<file path="config.mk">
export PLATFORM = sky130hd
export DESIGN_NAME = serial_add_ctrl
export DESIGN_NICKNAME = d
export VERILOG_FILES = /design/src/rtl/serial_add_pkg.sv /design/src/rtl/nibble_add4.sv /design/src/rtl/serial_add_ctrl.sv
export SDC_FILE = /design/constraint.sdc
export NUM_CORES = 1
export LEC_CHECK = 0
export CAP_MARGIN = 20
export CORE_MARGIN = 2
export CORE_UTILIZATION = 40
export DETAILED_ROUTE_END_ITERATION = 8
export GPL_ROUTABILITY_DRIVEN = 0
export GPL_TIMING_DRIVEN = 0
export PLACE_DENSITY = 0.67
export SYNTH_ARGS = -nofsm -noshare
export SYNTH_HDL_FRONTEND = slang
export SYNTH_SLANG_ARGS = --single-unit
</file>
<file path="constraint.sdc">
create_clock -name clk -period 2.2 [get_ports clk]
set_input_delay 0.22 -clock clk [delete_from_list [all_inputs] [get_ports clk]]
set_output_delay 0.22 -clock clk [all_outputs]
set_load 0.02 [all_outputs]
</file>
<file path="src/rtl/serial_add_pkg.sv">
// Shared types and constants for the nibble-serial adder controller.
package serial_add_pkg;

    localparam int SLICE_W = 4;

    typedef enum logic [1:0] {
        IDLE = 2'd0,
        RUN  = 2'd1,
        DONE = 2'd2
    } state_t;

    // Counter width for a given pass count; never narrower than one bit.
    function automatic int cnt_width(input int nibbles);
        return (nibbles > 1) ? $clog2(nibbles) : 1;
    endfunction

endpackage

</file>
<file path="src/rtl/nibble_add4.sv">
// Combinational 4-bit ripple-carry adder slice shared across all nibble passes.
module nibble_add4
    import serial_add_pkg::*;
(
    input  logic [SLICE_W-1:0] a,
    input  logic [SLICE_W-1:0] b,
    input  logic               cin,
    output logic [SLICE_W-1:0] sum,
    output logic               cout
);

    logic [SLICE_W:0] c;

    always_comb begin
        c[0] = cin;
        for (int i = 0; i < SLICE_W; i++) begin
            sum[i]   = a[i] ^ b[i] ^ c[i];
            c[i + 1] = (a[i] & b[i]) | (c[i] & (a[i] ^ b[i]));
        end
        cout = c[SLICE_W];
    end

endmodule

</file>
<file path="src/rtl/serial_add_ctrl.sv">
// Nibble-serial adder: one 4-bit slice reused LSB-first, carry held in a register.
// Define SERIAL_ADD_SUB_EN to honour the sub input (A-B via inverted B, carry-in 1).
module serial_add_ctrl
    import serial_add_pkg::*;
#(
    parameter int WIDTH = 16
) (
    input  logic             clk,
    input  logic             rst_n,
    input  logic             in_valid,
    output logic             in_ready,
    input  logic [WIDTH-1:0] a,
    input  logic [WIDTH-1:0] b,
    input  logic             cin,
    input  logic             sub,
    output logic             out_valid,
    input  logic             out_ready,
    output logic [WIDTH-1:0] sum,
    output logic             cout,
    output logic             busy
);

    localparam int NIBBLES = WIDTH / SLICE_W;
    localparam int CNT_W   = cnt_width(NIBBLES);
    localparam logic [CNT_W-1:0] LAST = CNT_W'(NIBBLES - 1);

    state_t           state, state_nx;
    logic [CNT_W-1:0] cnt;
    logic             carry;
    logic [WIDTH-1:0] a_sr, b_sr, sum_r;
    logic             cout_r;

    logic [WIDTH-1:0]   b_load;
    logic               cin_load;
    logic [SLICE_W-1:0] slice_sum;
    logic               slice_cout;
    logic               accept;

`ifdef SERIAL_ADD_SUB_EN
    assign b_load   = sub ? ~b : b;
    assign cin_load = sub ? 1'b1 : cin;
`else
    logic unused_sub;
    assign unused_sub = sub;
    assign b_load     = b;
    assign cin_load   = cin;
`endif

    assign accept = in_valid && (state == IDLE);

    nibble_add4 u_slice (
        .a    (a_sr[SLICE_W-1:0]),
        .b    (b_sr[SLICE_W-1:0]),
        .cin  (carry),
        .sum  (slice_sum),
        .cout (slice_cout)
    );

    always_ff @(posedge clk) begin
        if (!rst_n) state <= IDLE;
        else        state <= state_nx;
    end

    always_comb begin
        state_nx = state;
        case (state)
            IDLE:    if (in_valid)    state_nx = RUN;
            RUN:     if (cnt == LAST) state_nx = DONE;
            DONE:    if (out_ready)   state_nx = IDLE;
            default: state_nx = IDLE;
        endcase
    end

    // Pass counter, inter-nibble carry and result registers
    always_ff @(posedge clk) begin
        if (!rst_n) begin
            cnt    <= '0;
            carry  <= 1'b0;
            sum_r  <= '0;
            cout_r <= 1'b0;
        end else if (accept) begin
            cnt   <= '0;
            carry <= cin_load;
        end else if (state == RUN) begin
            sum_r[int'(cnt)*SLICE_W +: SLICE_W] <= slice_sum;
            carry <= slice_cout;
            cnt   <= cnt + 1'b1;
            if (cnt == LAST) cout_r <= slice_cout;
        end
    end

    // Operand shift registers feed the slice from their low nibble; no reset needed
    always_ff @(posedge clk) begin
        if (accept) begin
            a_sr <= a;
            b_sr <= b_load;
        end else if (state == RUN) begin
            a_sr <= a_sr >> SLICE_W;
            b_sr <= b_sr >> SLICE_W;
        end
    end

    assign in_ready  = (state == IDLE);
    assign out_valid = (state == DONE);
    assign busy      = (state != IDLE);
    assign sum       = sum_r;
    assign cout      = cout_r;

endmodule

</file>
# Word-level counts from Yosys, hierarchy flattened
# Cells that the tools add are included.
[op_classes]
n_eq_ne = 6
order_cmp = 0
n_addsub = 2
multipliers = 0
div_mod_pow = 0
n_bitwise = 22
n_shift = 2
mux = 11
n_reduce_logical = 8
[op_table]
columns = ["cell", "count"]
rows = [
  ["$mux W16", 4],
  ["$neg A4 Y33", 1],
  ["$shift A4 B33 Y16 const A", 1],
  ["$shiftx A4 B33 Y16", 1],
  ["$bwmux W16", 1],
  ["$and A1 B1 Y1", 8],
  ["$xor A1 B1 Y1", 8],
  ["$mux W2", 3],
  ["$pmux W2 S3", 1],
  ["$reduce_and A3 Y1", 2],
  ["$eq A2 B2 Y1 const B", 2],
  ["$ne A2 B1 Y1 const B", 2],
  ["$or A1 B1 Y1", 4],
  ["$reduce_bool A2 Y1", 2],
  ["$add A2 B1 Y2 const B", 1],
  ["$eq A2 B1 Y1 const B", 1],
  ["$logic_not A2 Y1", 1],
  ["$mux W1", 2],
  ["$ne A2 B2 Y1 const B", 1],
  ["$not A1 Y1", 2],
  ["$reduce_and A2 Y1", 1],
  ["$reduce_or A2 Y1", 1],
  ["$logic_and A1 B1 Y1", 1],
]
[word_totals]
word_cells = 58
ram_bits = 0
input_bits = 38
rom_bits = 0
latchBits = 0
regBits = 54
memories = 0

# Depth between registers and ports, before layout
# Gate-level depths: netlist of run 1.
[depth]
ltp_word = 11
ltp_mapped = 8
mapped_depth_nobuf = 8

# Hierarchy
# From an unflattened synthesis of run 1, not the netlist that was laid out.
[unflattened]
hier_cells = 195
area_unflattened_um2 = 2533.7
[by_module_without_submodules]
columns = ["module", "seq_area_each_um2", "area_per_inst_um2", "cells_per_inst", "n_inst"]
rows = [
  ["serial_add_ctrl", 1401.3, 2416.1, 181, 1],
  ["nibble_add4", 0.0, 117.6, 14, 1],
]

# Worst setup path after synthesis of run 1
# OpenSTA, ideal clock, no wires.
[synth_path]
path_type = "register to register"
from = "register state[1]"
to = "register a_sr[0], enable pin"
synth_period_minus_slack_ns = 2.274
arrival_ns = 1.852
slack_ns = -0.074
setup_ns = 0.422
t_required_ns = 1.778
n_path_buf = 1
path_stages_with_launch = 3
path_cell_list = "dfxtp_1 buf_2 nor2_1"
[synth_via]
elab_chain_cells = 3
elab_cells_between_ends = 4
cone_classes = "1 x eq/ne; 3 x reduce/logical"
[synth_rtl]
columns = ["element", "line_no", "rtl"]
rows = [
  ["start, declared", "serial_add_ctrl.sv:27", "state_t state, state_nx;"],
  ["start signal, assigned", "serial_add_ctrl.sv:61", "else state <= state_nx;"],
  ["$logic_not A2 Y1", "serial_add_ctrl.sv:49", "assign accept = in_valid && (state == IDLE);"],
  ["$logic_and A1 B1 Y1", "serial_add_ctrl.sv:49", ""],
  ["$reduce_bool A2 Y1 (no source line) (*)", "-", ""],
  ["end signal, assigned", "serial_add_ctrl.sv:98", "a_sr <= a_sr >> SLICE_W;"],
  ["end, declared", "serial_add_ctrl.sv:30", "logic [WIDTH-1:0] a_sr, b_sr, sum_r;"],
]
# Mark *: on every way between the ends. The rest lies on a longest branch, timed or not.
# A chain may end at the register's enable or synchronous reset.

# Worst setup path in the final report of run 1
[layout_path]
from = "register a_sr[0]"
to = "register sum_r[15], in the netlist sum[15]"
[layout_via]
elab_chain_cells = 10
elab_cells_between_ends = 14
cone_classes = "1 x shift; 1 x mux; 12 x bitwise"
[layout_rtl]
columns = ["element", "line_no", "rtl"]
rows = [
  ["$xor A1 B1 Y1", "nibble_add4.sv:17, nibble_add4.sv:18", ""],
  ["$and A1 B1 Y1", "nibble_add4.sv:18", "c[i + 1] = (a[i] & b[i]) | (c[i] & (a[i] ^ b[i]));"],
  ["$or A1 B1 Y1", "nibble_add4.sv:18", ""],
  ["$and A1 B1 Y1", "nibble_add4.sv:18", ""],
  ["$or A1 B1 Y1", "nibble_add4.sv:18", ""],
  ["$and A1 B1 Y1", "nibble_add4.sv:18", ""],
  ["$or A1 B1 Y1", "nibble_add4.sv:18", ""],
  ["$xor A1 B1 Y1", "nibble_add4.sv:17", "sum[i] = a[i] ^ b[i] ^ c[i];"],
  ["$shiftx A4 B33 Y16 (*)", "serial_add_ctrl.sv:85", "sum_r[int'(cnt)*SLICE_W +: SLICE_W] <= slice_sum;"],
  ["$bwmux W16 (*)", "serial_add_ctrl.sv:85", ""],
  ["end signal, assigned by index", "serial_add_ctrl.sv:85", ""],
  ["end, declared", "serial_add_ctrl.sv:30", ""],
]
# Marks and branches as above.

==> results.sh, run 1 <==
export IMPL_syn_avg_cell_area_um2=12.9
export IMPL_firstDrtPassIters=4
export IMPL_cts_tree="yes"
export IMPL_hold_start="cout"
export IMPL_synth_distinct_cells=29
export IMPL_track_usage_pct=14.4
export IMPL_crit_type="flop to flop"
export IMPL_yosysMostFrequentCell="edfxtp_1"
export IMPL_fp_dieH_um=81.4
export IMPL_hpwl_um=3170
export IMPL_worst_setup_path_end_kind="flop"
export IMPL_synth_commonest_cells="32 x edfxtp_1, 25 x nand2_1, 22 x dfxtp_1, 22 x mux2_2, 11 x and2_1"
export IMPL_clk_pin_slew_worst_paths_ns=0.09
export IMPL_post_route_util_pct=54.5
export IMPL_vias=1588
export IMPL_rr_startpoint="a_sr[0]"
export IMPL_cts_path_max_buffers=2
export IMPL_cts_setup_buffers=0
export IMPL_use_met2_pct=24.8
export IMPL_grt_max_degree=33
export IMPL_rrSetupSlack_ns=0.03
export IMPL_core_um2=5850
export IMPL_skew_ns=0.0102
export IMPL_hold_violations=0
export IMPL_ir_drop_mv=0.341
export IMPL_synthCells=186
export IMPL_grt_pass1_wl_um=7170
export IMPL_io_pins=58
export IMPL_netlist_area_um2=2400
export IMPL_die_area_um2=6630
export IMPL_use_met1_pct=17.2
export IMPL_vias_per_cell=4.90
export IMPL_seqPwrFrac_pct=54.4
export IMPL_async_reset_ff_share_pct=0
export IMPL_slew_viol_final=0
export IMPL_cts_buffers=5
export IMPL_wirelength_um=4340
export IMPL_start_kind="flop"
export IMPL_htreeDepth=2
export IMPL_ys_seq_area_share_pct=58.5
export IMPL_timing_rr_end="sum[15]"
export IMPL_worstPathArrival_ns=2.38
export IMPL_hold_depth=2
export IMPL_use_met3_pct=4.67
export IMPL_relSlewSlack_pct=41.6
export IMPL_period_minus_slack_ns=2.17
export IMPL_finalSetupViolCount=0
export IMPL_rsz0062_at_grt="true"
export IMPL_rows=28
export IMPL_num_antenna_cells=0
export IMPL_synth_ff_type="edfxtp_1"
export IMPL_clk_insertion_delay_late_ns=0.30
export IMPL_power_leakage_uw=0.00114
export IMPL_drive_gt1_share_pct=19.3
export IMPL_dieWidth_um=81.4
export IMPL_powerDensity_nw_per_um2=694
export IMPL_drt_wirelength_per_cell_um=13.4
export IMPL_tightest_slew_ns=0.874
export IMPL_start_util_pct=41.0
export IMPL_maxCapViolations=0
export IMPL_clock_sinks=54
export IMPL_pwr_share_comb_pct=16.9
export IMPL_overflow=0
export IMPL_syn_to_final_growth_pct=33.0
export IMPL_synth_edf_count=32
export IMPL_worst_path_max_fanout=4
export IMPL_synth_nets=234
export IMPL_clkPwrFrac_pct=28.7
export IMPL_postRouteAntennaNets=0
export IMPL_worstHoldEndpoint="cout"
export IMPL_outcome="finished, final reports clean"
export IMPL_ys_seq_elements=54
export IMPL_cts_hold_buffers_added=0
export IMPL_r2r_cells=8
export IMPL_drt_iter0_drc=38
export IMPL_root_buffer="clkbuf_8"
export IMPL_fin_crit_sh_pct=98.5
export IMPL_hold_ws_ns=0.473
export IMPL_fin_nets=297
export IMPL_portBuffers=56
export IMPL_drc=0
export IMPL_grt_pass1_vias=1582
export IMPL_ys_warn_count=0
export IMPL_crit_start="a_sr[0]"
export IMPL_crit_required_ns=2.41
export IMPL_p_int_uw=1700
export IMPL_antenna_found_initial=0
export IMPL_synth_area_top_cells="edfxtp_1 40%, dfxtp_1 18%, mux2_2 10%"
export IMPL_sw_frac_of_total_pct=23.0
export IMPL_synth_top_area_share_pct=40.1
export IMPL_p_sw_uw=510
export IMPL_hp_class="flop to flop"
export IMPL_synth_top_cell_by_area="edfxtp_1"
export IMPL_fmax_ghz=0.461
export IMPL_top_usage_layer="met2"
state kept, by name (all words and copies together) (netlist names):
signal and count:
b_sr 16, carry 1, cout 1, a_sr 16, sum 16, state 2
cnt 2
power groups by stage:
stage / clock, uW / combinational, uW / sequential (uW)
2_1_floorplan: 0 / 206 / 1230
3_3_place_gp: 0 / 356 / 1220
3_5_place_dp: 0 / 366 / 1230
4_1_cts: 652 / 372 / 1200
5_1_grt: 692 / 414 / 1210
6_report: 634 / 374 / 1200
metal layers:
| layer | routed length, um | share of wire, % |
|---|---|---|
| met1 | 1870 | 43 |
| met2 | 2140 | 49 |
| met3 | 275 | 6.3 |
| met4 | 50 | 1.2 |
| met5 | 0 | 0 |
cells by family after synthesis:
logic type / count (synthesis) / synth area share [%]
multiplexers: 24 / 11.3
adder cells (fa/ha/maj): 10 / 6.48
flip-flops: 54 / 58.5
buffers and inverters: 16 / 3.66
AO/OA/AOI/OAI: 24 / 7.36
AND/OR/NAND/NOR: 58 / 12.7
per-stage QoR:
stage	power, uW	instance area (um^2)	setup WS (ns)	setup TNS (ns)	instances
after global placement	1580	3050	-0.198	-6.51	317
after detailed placement	1590	3060	-0.0564	-0.202	317
after global routing	2320	3190	-0.0499	-0.155	324
after floorplan	1440	2400	0.104	0	186
final	2210	3190	0.0319	0	324
after CTS	2230	3170	-0.00663	-0.0127	324
layout by cell type (no fill, tap or decap), types with 5 or more instances in the layout:
cell type	synthesis	layout
and2_1	11	11
clkbuf_8	0	5
clkdlybuf4s50_1	0	56
dfxtp_1	22	21
edfxtp_1	32	32
ha_1	6	6
inv_1	9	6
mux2_2	22	22
nand2_1	25	24
nand2b_1	6	6
nor2_1	6	5
o22ai_1	8	8
o32ai_1	8	6
timing repair:
item | 4_1_cts | 5_1_grt
pin swaps | 0 | 5
resized for setup | 2 | 8
endpoints found under the hold margin | 0 | 0
setup endpoints to repair | 4 | 4
cloned | 0 | 0
final cells by class:
| type | instances | area, um^2 |
|---|---|---|
| tap | 75 | 93.8 |
| timing repair buffer | 56 | 561 |
| clock buffer | 5 | 68.8 |
| inverter | 9 | 33.8 |
| fill | 504 | 2660 |
| sequential | 54 | 1400 |
| clock inverter | 2 | 33.8 |
| buffer | 7 | 53.8 |
| multi-input combinational | 116 | 940 |
worst max path at each step:
stage,to,slack [ns],cells past startpoint
after global placement,a_sr[10],-0.20,3
after global routing,sum[11],-0.05,8
after detailed placement,sum[15],-0.06,8
after floorplan,sum[15],0.10,8
after CTS,sum[15],-0.007,8
final,sum[15],0.03,8
worst max-delay path, stage by stage, from the launching register on:
cell      delay (ns)
edfxtp_1        0.38
inv_2           0.07
fa_2            0.20
fa_2            0.19
inv_2           0.04
fa_2            0.35
fa_1            0.53
nand2_2         0.11
o32ai_2         0.22
Note: power is estimated with default switching activity, not from simulation.
==> run 2, diff against run 1 <==
Settings changed: CTS_CLUSTER_SIZE from default to 30, PLACE_DENSITY 0.67 to 0.78.
==> run 2 against run 1 <==
Combinational power increased by 2%. Clock-buffer cell count grew 1. Hold slack worse by 0.0015 ns. Critical endpoint is now sum[3].
==> results.sh, run 2 (same netlist as run 1, synthesis figures left out) <==
export IMPL_fmax_ghz=0.468
export IMPL_cp_depth=8
export IMPL_cts_setup_buffers=0
export IMPL_hp_class="flop to flop"
export IMPL_worst_setup_path_end_kind="flop"
export IMPL_r2r_cells=8
export IMPL_syn_to_final_growth_pct=32.8
export IMPL_crit_type="flop to flop"
export IMPL_cts_hold_buffers_added=0
export IMPL_vias_per_cell=4.91
export IMPL_overflow=0
export IMPL_postRouteAntennaNets=0
export IMPL_skew_ns=0.00804
export IMPL_final_cell_mix="56 x clkdlybuf4s50_1, 32 x edfxtp_1, 24 x nand2_1"
export IMPL_p_sw_uw=540
export IMPL_crit_required_ns=2.40
export IMPL_cts_buffers=5
export IMPL_dieWidth_um=81.4
export IMPL_final_common_cell="clkdlybuf4s50_1"
export IMPL_rrSetupSlack_ns=0.06
export IMPL_seq_area_um2=1400
export IMPL_relSlewSlack_pct=42.7
export IMPL_fillCellCount=495
export IMPL_clk_pin_slew_worst_paths_ns=0.10
export IMPL_clkPwrFrac_pct=25.9
export IMPL_start_util_pct=41.0
export IMPL_clk_insertion_delay_late_ns=0.32
export IMPL_grt_pass1_vias=1582
export IMPL_worstPathArrival_ns=2.34
export IMPL_ir_drop_mv=0.370
export IMPL_place_area_um2=3060
export IMPL_fin_nets=297
export IMPL_powerDensity_nw_per_um2=673
export IMPL_htreeDepth=2
export IMPL_hold_ws_ns=0.471
export IMPL_slew_viol_final=0
export IMPL_die_area_um2=6630
export IMPL_hold_start="sum[2]"
export IMPL_rows=28
export IMPL_outcome="finished, final reports clean"
export IMPL_hpwl_um=3260
export IMPL_wirelength_um=4450
export IMPL_grt_max_degree=33
export IMPL_tightest_slew_ns=0.858
export IMPL_num_antenna_cells=0
export IMPL_maxCapViolations=0
export IMPL_worst_path_max_delay_cell="fa_1"
export IMPL_seqPwrFrac_pct=56.3
export IMPL_timing_rr_end="sum[3]"
export IMPL_cp_top_family="adder cells"
export IMPL_clock_sinks=54
export IMPL_rr_startpoint="b_sr[0]"
export IMPL_vias=1595
export IMPL_power_leakage_uw=0.00114
export IMPL_grt_pass1_wl_um=7130
export IMPL_root_buffer="clkbuf_8"
export IMPL_multi_input_area_um2=951
export IMPL_fin_crit_sh_pct=97.2
export IMPL_finalSetupViolCount=0
export IMPL_fp_dieH_um=81.4
export IMPL_sw_frac_of_total_pct=25.2
export IMPL_track_usage_pct=14.7
export IMPL_antenna_found_initial=0
export IMPL_drc=0
export IMPL_worstHoldEndpoint="sum[2]"
export IMPL_portBuffers=56
export IMPL_p_int_uw=1600
export IMPL_drt_iter0_drc=38
export IMPL_cts_tree="yes"
export IMPL_cts_path_max_buffers=2
export IMPL_hold_violations=0
export IMPL_worst_path_max_fanout=4
export IMPL_hold_depth=2
export IMPL_worst_path_buf_inv=2
export IMPL_rsz0062_at_grt="true"
export IMPL_io_pins=58
export IMPL_drt_wirelength_per_cell_um=13.7
export IMPL_firstDrtPassIters=4
export IMPL_core_um2=5850
export IMPL_path_cells="inv_2 -> fa_2 -> fa_2 -> inv_2 -> fa_2 -> fa_1 -> nand2_4 -> o22ai_1"
export IMPL_crit_path_max_incr_delay_ns=0.45
export IMPL_period_minus_slack_ns=2.14
export IMPL_start_kind="flop"
export IMPL_drive_gt1_share_pct=20.0
export IMPL_path_common_cell="fa_2"
export IMPL_final_cell_area_um2=3180
export IMPL_pwr_share_comb_pct=17.9
[run 2: layout make-up]
class | count | area share, %
clock buffers | 6 | 2.28
clock inverters | 2 | 0.433
multi-input cells | 116 | 29.9
flip-flops and latches | 54 | 44.1
inverters | 9 | 1.06
repair buffers | 56 | 17.6
plain buffers | 7 | 1.69
well taps | 75 | 2.95
[run 2: worst register-to-register path: stages, from the launching register on]
cell and delay (ns):
edfxtp_1 0.35, inv_2 0.04, fa_2 0.38, fa_2 0.35, inv_2 0.06, fa_2 0.18, fa_1 0.45, nand2_4 0.13
o22ai_1 0.09
[run 2: what timing repair did]
action | CTS | global route
gates resized for setup | 7 | 5
hold endpoints to repair | 0 | 0
setup endpoints to repair | 4 | 4
pin swaps | 2 | 4
[run 2: worst max-delay path by stage]
stage / slack (ns) / endpoint / from
floorplan: 0.10 / sum[15] / carry
global placement: -0.16 / a_sr[14] / in_valid
detailed placement: -0.13 / sum[7] / carry
CTS: -0.03 / sum[15] / b_sr[0]
global route: -0.02 / sum[3] / b_sr[0]
finish: 0.06 / sum[3] / b_sr[0]
[run 2: power groups by stage]
stage | logic [uW] | clock network, uW | registers [uW]
finish | 382 | 554 | 1200
global route | 417 | 616 | 1220
CTS | 378 | 563 | 1210
detailed placement | 367 | 0 | 1230
global placement | 353 | 0 | 1220
floorplan | 206 | 0 | 1230
[run 2: per-layer routing]
| metal | part of all wire, % | track usage (%) | vias to the layer above |
|---|---|---|---|
| met3 | 7.3 | 6.33 | 7 |
| met1 | 42 | 16.7 | 753 |
| met5 | 0 | 0 | - |
| met4 | 1.3 | 4.58 | 0 |
| li1 | - | - | 789 |
| met2 | 49 | 24.8 | 46 |
[run 2: per-stage QoR]
stage / instances / TNS (ns) / util, % / power (uW) / worst slack, ns
5_1_grt: 325 / -0.0498 / 54.4 / 2250 / -0.0193
4_1_cts: 325 / -0.104 / 54.1 / 2150 / -0.0320
3_5_place_dp: 317 / -0.480 / 52.3 / 1600 / -0.127
2_1_floorplan: 186 / 0 / - / 1440 / 0.104
6_report: 325 / 0 / 54.4 / 2140 / 0.0613
3_3_place_gp: 317 / -5.39 / 52.2 / 1580 / -0.164
==> run 3, diff against run 2 <==
Settings changed: CTS_CLUSTER_DIAMETER from default to 60, PLACE_DENSITY 0.78 to 0.76.
Clock period 2.2 ns to 2.3 ns, I/O delays scaled along.
==> run 3 against run 2 <==
Sequential power decreased by 4%. Via count decreased by 0.94%. Global-route usage decreased by 0.48 points. Utilization increased by 0.26 points. Worst setup slack improved by 0.014 ns. Hold slack improved by 0.00083 ns. Highest routed layer unchanged.
==> results.sh, run 3 (same netlist as run 1, synthesis figures left out) <==
export IMPL_antenna_found_initial=0
export IMPL_fmax_ghz=0.449
export IMPL_final_cell_area_um2=3200
export IMPL_worst_path_max_fanout=4
export IMPL_fp_dieH_um=81.4
export IMPL_grt_pass1_wl_um=6930
export IMPL_ir_drop_mv=0.390
export IMPL_grt_max_degree=33
export IMPL_clock_sinks=54
export IMPL_track_usage_pct=14.2
export IMPL_cts_buffers=5
export IMPL_start_util_pct=41.0
export IMPL_fillCellCount=512
export IMPL_hold_violations=0
export IMPL_tightest_slew_ns=0.852
export IMPL_start_kind="flop"
export IMPL_cts_setup_buffers=0
export IMPL_cts_tree="yes"
export IMPL_htreeDepth=2
export IMPL_fin_nets=297
export IMPL_worstPathArrival_ns=2.42
export IMPL_vias=1580
export IMPL_p_total_uw=2160
export IMPL_core_um2=5850
export IMPL_outcome="finished, final reports clean"
export IMPL_postRouteAntennaNets=0
export IMPL_cts_path_max_buffers=2
export IMPL_portBuffers=56
export IMPL_post_route_util_pct=54.6
export IMPL_overflow=0
export IMPL_wirelength_um=4470
export IMPL_crit_required_ns=2.50
export IMPL_dieWidth_um=81.4
export IMPL_finalSetupViolCount=0
export IMPL_worst_setup_path_end_kind="flop"
export IMPL_num_antenna_cells=0
export IMPL_syn_to_final_growth_pct=33.4
export IMPL_period_minus_slack_ns=2.22
export IMPL_rows=28
export IMPL_die_area_um2=6630
export IMPL_crit_type="flop to flop"
export IMPL_final_cell_mix="56 x clkdlybuf4s50_1, 32 x edfxtp_1, 24 x nand2_1"
export IMPL_drc=0
export IMPL_place_area_um2=3060
export IMPL_slew_viol_final=0
export IMPL_skew_ns=0.00493
export IMPL_hp_class="flop to flop"
export IMPL_hold_ws_ns=0.472
export IMPL_rsz0062_at_grt="false"
export IMPL_fin_setup_tns_ns=0
export IMPL_maxCapViolations=0
export IMPL_firstDrtPassIters=4
export IMPL_vias_per_cell=4.86
export IMPL_root_buffer="clkbuf_8"
export IMPL_drt_wirelength_per_cell_um=13.8
export IMPL_io_pins=58
export IMPL_drive_gt1_share_pct=19.2
export IMPL_relSlewSlack_pct=43.0
export IMPL_hpwl_um=3240
export IMPL_fin_crit_sh_pct=96.7
export IMPL_drt_iter0_drc=40
export IMPL_final_common_cell="clkdlybuf4s50_1"
export IMPL_powerDensity_nw_per_um2=674
export IMPL_grt_pass1_vias=1523
export IMPL_power_leakage_uw=0.00115
export IMPL_clk_pin_slew_worst_paths_ns=0.10
export IMPL_clk_insertion_delay_late_ns=0.31
run 3: changes by cell type in the layout (fill, tap and decap cells not counted):
cell,change
bufinv_16,+1
clkbuf_1,-1
clkinv_4,-1
inv_1,+2
inv_2,-2
inv_6,+1
nand2_2,+1
nand2_4,-1
o22ai_1,+1
o22ai_2,-1
run 3: per-layer routing:
| layer | track usage (%) | wire length [um] |
|---|---|---|
| met1 | 16.0 | 1830 |
| met5 | 0 | 0 |
| met2 | 25.7 | 2320 |
| met3 | 3.67 | 251 |
| met4 | 5.08 | 67 |
run 3: area by class of cell:
type / instances / area (um^2) / share of cell area (%)
clock inverters: 3 / 43.8 / 1.37
flip-flops and latches: 54 / 1400 / 43.9
repair buffers: 56 / 561 / 17.5
plain buffers: 7 / 53.8 / 1.68
inverters: 9 / 33.8 / 1.06
clock buffers: 5 / 68.8 / 2.15
well taps: 75 / 93.8 / 2.94
multi-input cells: 116 / 940 / 29.4
run 3: what timing repair did:
action	in CTS	in global routing
gates resized for setup	6	2
endpoints found under the setup margin	4	4
hold buffers	0	0
pin swaps	3	2
run 3: worst paths after layout:
kind | startpoint | end | slack (ns) | depth (start not counted)
worst min-delay path | sum[3] | sum[3] | 0.47 | 2
worst max-delay path | carry | sum[11] | 0.08 | 8
worst max register to register | carry | sum[11] | 0.08 | 8
worst min register to register | sum[3] | sum[3] | 0.47 | 2
run 3: worst max-delay path, cell delays in order (launching register included):
cell and delay, ns:
dfxtp_2 0.34, inv_1 0.07, fa_2 0.39, fa_2 0.34, inv_2 0.07, fa_2 0.21, fa_1 0.44, nand2_2 0.15
o22ai_1 0.11
run 3: stage by stage:
step | setup slack [ns] | std cells
floorplan | 0.0261 | 186
global placement | -0.825 | 317
detailed placement | -0.0700 | 317
CTS | -0.00359 | 325
global route | 0.00317 | 325
finish | 0.0751 | 325
run 3: power by group:
part | switching, uW | leakage (uW) | internal [uW] | total [uW]
logic | 169 | 0.000586 | 189 | 358
clock network | 322 | 0.0000547 | 326 | 647
registers | 26.4 | 0.000506 | 1120 | 1150
total | 517 | 0.00115 | 1640 | 2160
